==> src/rtl/dmem_arbiter.sv <==
`default_nettype none
// ============================================================================
// Module      : dmem_arbiter
// Description : Round-robin two-port arbiter/sequencer (core + external port)
//               for a shared data memory with fixed read latency.
// Revision    : 1.0 - initial release
// ============================================================================
module dmem_arbiter #(
  parameter int ADDR_W  = 64,
  parameter int DATA_W  = 64,
  parameter int MEM_LAT = 1
) (
  input  logic              clk,
  input  logic              reset,
  // core port
  input  logic              c_req,
  input  logic              c_we,
  input  logic [ADDR_W-1:0] c_addr,
  input  logic [DATA_W-1:0] c_wdata,
  output logic              c_gnt,
  output logic              c_rvalid,
  output logic [DATA_W-1:0] c_rdata,
  // external loader/debug port
  input  logic              e_req,
  input  logic              e_we,
  input  logic [ADDR_W-1:0] e_addr,
  input  logic [DATA_W-1:0] e_wdata,
  output logic              e_gnt,
  output logic              e_rvalid,
  output logic [DATA_W-1:0] e_rdata,
  // memory side
  output logic [ADDR_W-1:0] mem_addr,
  output logic [DATA_W-1:0] mem_wdata,
  output logic              mem_we,
  output logic              mem_re,
  input  logic [DATA_W-1:0] mem_rdata
);

  // The counter only ever holds values 0..MEM_LAT-1.
  localparam int c_cnt_w = (MEM_LAT > 1) ? $clog2(MEM_LAT) : 1;
  localparam logic [c_cnt_w-1:0] c_cnt_load = c_cnt_w'(MEM_LAT - 1);

  typedef enum logic [0:0] {
    ST_IDLE    = 1'b0,
    ST_RD_WAIT = 1'b1
  } state_t;

  state_t              r_state;
  logic                r_last;   // 0 = core granted last, 1 = ext granted last
  logic                r_owner;  // owner of the outstanding read
  logic [c_cnt_w-1:0]  r_cnt;
  logic [ADDR_W-1:0]   r_addr;

  logic                w_idle;
  logic                w_rd_wait;
  logic                w_any;
  logic                w_sel_e;
  logic                w_we;
  logic [ADDR_W-1:0]   w_addr;
  logic [DATA_W-1:0]   w_wdata;

  // Winner selection and memory-side muxing; reset suppresses all strobes.
  always_comb begin
    w_idle    = (r_state == ST_IDLE) && !reset;
    w_rd_wait = (r_state == ST_RD_WAIT) && !reset;
    w_any     = w_idle && (c_req || e_req);
    if (c_req && e_req) begin
      w_sel_e = !r_last;
    end else begin
      w_sel_e = e_req;
    end
    w_we    = w_sel_e ? e_we    : c_we;
    w_addr  = w_sel_e ? e_addr  : c_addr;
    w_wdata = w_sel_e ? e_wdata : c_wdata;

    c_gnt     = w_any && !w_sel_e;
    e_gnt     = w_any &&  w_sel_e;
    mem_we    = w_any && w_we;
    mem_re    = (w_any && !w_we) || w_rd_wait;
    mem_addr  = '0;
    mem_wdata = '0;
    if (w_rd_wait) begin
      mem_addr = r_addr;
    end else if (w_any) begin
      mem_addr  = w_addr;
      mem_wdata = w_wdata;
    end
  end

  // Sequencer: latch reads, count down the latency, return data to the owner.
  always_ff @(posedge clk) begin
    if (reset) begin
      r_state  <= ST_IDLE;
      r_last   <= 1'b1;
      r_owner  <= 1'b0;
      r_cnt    <= '0;
      r_addr   <= '0;
      c_rvalid <= 1'b0;
      e_rvalid <= 1'b0;
      c_rdata  <= '0;
      e_rdata  <= '0;
    end else begin
      c_rvalid <= 1'b0;
      e_rvalid <= 1'b0;
      case (r_state)
        ST_IDLE: begin
          if (w_any) begin
            r_last <= w_sel_e;
            if (!w_we) begin
              r_addr  <= w_addr;
              r_owner <= w_sel_e;
              r_cnt   <= c_cnt_load;
              r_state <= ST_RD_WAIT;
            end
          end
        end
        ST_RD_WAIT: begin
          if (r_cnt == '0) begin
            if (r_owner) begin
              e_rdata  <= mem_rdata;
              e_rvalid <= 1'b1;
            end else begin
              c_rdata  <= mem_rdata;
              c_rvalid <= 1'b1;
            end
            r_state <= ST_IDLE;
          end else begin
            r_cnt <= r_cnt - c_cnt_w'(1);
          end
        end
        default: r_state <= ST_IDLE;
      endcase
    end
  end

endmodule
`default_nettype wire

==> config.mk <==
export PLATFORM = sky130hd
export DESIGN_NAME = dmem_arbiter
export DESIGN_NICKNAME = d
export VERILOG_FILES = /design/src/rtl/dmem_arbiter.sv
export SDC_FILE = /design/constraint.sdc
export NUM_CORES = 1
export LEC_CHECK = 0
export CAP_MARGIN = 40
export CORE_AREA = 2 2 231 233
export CTS_CLUSTER_DIAMETER = 40
export DETAILED_ROUTE_END_ITERATION = 16
export DIE_AREA = 0 0 233 235
export PLACE_DENSITY = 0.41
export SYNTH_ARGS = -nofsm -noshare
export SYNTH_HDL_FRONTEND = slang
export SYNTH_SLANG_ARGS = --single-unit
==> constraint.sdc <==
create_clock -name clk -period 3.2 [get_ports clk]
set_clock_uncertainty 0.2 [all_clocks]
set_input_delay 0.8 -clock clk [delete_from_list [all_inputs] [get_ports clk]]
set_output_delay 0.8 -clock clk [all_outputs]
set_load 0.01 [all_outputs]
==> metrics.csv <==
stage,metric,value,unit
run_status,outcome,"finished, violations left",
run_status,violations,negative setup slack,
clock_tree,clockBufferDepth,2,
timing,hold-worst-slack,0.253,ns
clock_tree,clkSinkCount,197,
clock_tree,clk_latency,0.45,ns
synth,synth_warnings,0,
critical_path,worst_ep_required_time,2.20,ns
synth,synth_cell_types,19,
synth,yosys.area.top_type,dfxtp_1,
die,io-pin-count,588,
routing,wire_per_inst,19.9,µm
timing,hold_viol,0,
synth,ys_ff_latch,197,
timing,rsz0062_at_grt,true,
critical_path,max_stage_delay,0.42,ns
pwr,irDropWorstVdd,0.000363,V
grt,grt_pass1_vias,11553,
die,fp-row-count,84,
timing,worst_pin_slew,1.09,ns
critical_path,slowest_stage,or3_4,
grt,grt_use_total,18.5,%
placed_design,place_congestion,0.905,
die,floorplan.initialDensity,17.1,%
placed_design,placed_area,16600,µm²
critical_path,critical_path_class,input port to primary output,
flow_run,drv_cap,0,
clock_tree,clk_pin_slew,0.07,ns
grt,grt_max_degree,170,
placed_design,dp_hpwl,38200,µm
routing,vias,11266,
finish,stdcell_count,2618,
clock_tree,numCtsBuffers,17,
grt,antenna_found_initial,4,
routing,wl,52100,µm
synth,ys_seq_area_share,44.1,%
finish,stdcell_area,18200,µm²
die,die_width,233,µm
clock_tree,root_buffer,clkbuf_16,
critical_path,worst-path-max-fanout,59,
routing,vias_per_cell,4.30,
critical_path,crit_arrival,2.22,ns
synth,syn_nets,1559,
routing,drc,0,
timing,period_minus_slack,3.22,ns
routing,ant_nets,0,
finish,area_delta_synth_final,104,%
finish,nets,2243,
synth,ys_top_cells_by_area,"dfxtp_1 (44%), nand2_1 (19%), a21oi_1 (14%)",
finish,n_fill_cell,5555,
timing,setup_viol,2,
synth,netlist_area,8940,µm²
routing,drt_iter0_markers,455,
timing,slew-limit-headroom,27.3,%
clock_tree,cts_hold_buf,0,
finish,layout-drive-gt1-share,21.3,%
placed_design,numPortBuffers,587,
synth,syn_inst,1233,
critical_path,end_kind,primary output,
clock_tree,cts-htree-levels,4,
timing,period_share,101,%
synth,yosys.area.top_type_share,44.1,%
die,design.die.area,54800,µm²
worst_hold_path,min_path_type,flop to flop,
synth,syn_avg_cell_area,7.25,µm²
critical_path,startpoint_type,input port,
die,core-area,52200,µm²
pwr,p_leak,6.76,nW
routing,dr.pass1.iters,4,
critical_path,path_cells,"buf_6, nor2_1, or3_4, buf_4, buf_12, o21ai_0, clkdlybuf4s15_2",
timing,setup_slack,-0.0223,ns
pwr,p_per_area,376,nW/µm²
timing,maxSlewViolCount,0,
die,dieHeight,235,µm
timing,fmax,310,MHz
grt,grt_pass1_wl,75700,µm
clock_tree,cts_tree,yes,
grt,grt_overflow,0,
placed_design,placed_cells,2532,
[area by class of cell]
type	count	area (µm²)	share of cell area (%)
timing repair buffer	777	7530	41.3
multi-input combinational	922	5300	29.1
sequential	197	3950	21.7
tap	688	861	4.72
clock buffer	21	450	2.47
clock inverter	9	120	0.659
inverter	2	7.51	0.0412
antenna	2	5.00	0.0275
[critical path, delay by kind of cell]
kind | cells | cell delay (ns)
buffers and inverters | 4 | 0.67
AOI/OAI and AO/OA | 1 | 0.22
and+or+nand+nor | 2 | 0.47
[layer usage]
layer  track usage, %  routed length, µm  up-vias
li1                 -                  -     5527
met1             19.3              19300     5339
met2             35.3              28200      353
met3             4.59               3230       43
met4             6.76               1390        4
met5                0                 27        -
[cells in the mapped netlist]
cell      number
o41ai_1        1
buf_1          7
clkbuf_1      88
mux2i_1       65
a21oi_1      258
or2_2          2
nor3_1         1
dfxtp_1      197
o21ai_0       65
nor2_1         9
inv_1          2
a31oi_1        1
buf_2         15
nand2_1      453
or3_1          1
a211oi_1      64
a21boi_2       1
buf_4          2
and2_1         1
[repair_timing]
item / CTS / global route
endpoints found under the setup margin: 132 / 74
buffers inserted: 40 / 6
pin swaps: 6 / 2
cloned: 8 / 0
endpoints found under the hold margin: 0 / 0
resized for setup: 487 / 85
[flip-flops by register name (all words and copies together) (netlist names)]
signal,flops
e_rdata,64
r_owner,1
e_rvalid,1
c_rdata,64
c_rvalid,1
r_state,1
r_addr,64
r_last,1
[metrics by stage]
stage / worst slack (ns) / setup TNS [ns] / utilization (%) / power [mW]
floorplan: 0.213 / 0 / - / 3.27
finish: -0.0223 / -0.0381 / 34.9 / 6.86
CTS: -0.000878 / -0.00140 / 34.6 / 6.92
global placement: -0.952 / -100.84 / 31.7 / 4.48
detailed placement: -0.982 / -100.45 / 31.7 / 4.49
global route: -0.0661 / -1.02 / 34.9 / 7.18
[report_power, final]
part,total [mW],leakage [nW],switching [mW],internal [mW]
logic,2.04,4.89,0.924,1.12
clock network,2.19,0.269,1.02,1.18
registers,2.62,1.60,0.0580,2.56
total,6.86,6.76,2.00,4.86
[placed cells by master (no fill, tap or decap), drive strengths merged, types with 2 or more instances in the layout]
cell,n
mux2i,65
dlygate4sd2,27
o21ai,65
diode,2
buf,255
nor2,9
bufbuf,2
a21oi,258
or2,2
clkdlybuf4s15,23
nand2,453
clkinvlp,3
a211oi,64
dfxtp,197
inv,6
bufinv,2
clkbuf,38
clkdlybuf4s50,452
[logic make-up after synthesis]
group           after synthesis  share of synthesized area (%)
mux                          65                           7.28
flops                       197                           44.1
buf+inv                     114                           5.08
compound gates              390                           23.8
simple gates                467                           19.7
[path summary, 6_finish.rpt]
check / startpoint / to / slack, ns / depth (start not counted)
hold reg to reg: c_rdata[47]$_SDFFE_PP0P_ / c_rdata[47]$_SDFFE_PP0P_ / 0.25 / 2
setup / recovery: c_req / mem_addr[37] / -0.02 / 7
hold / removal: c_rdata[47]$_SDFFE_PP0P_ / c_rdata[47]$_SDFFE_PP0P_ / 0.25 / 2
setup reg to reg: r_last$_SDFFE_PP1P_ / r_addr[28]$_SDFFE_PP0P_ / 0.56 / 8
(Power assumes the default switching activity.)
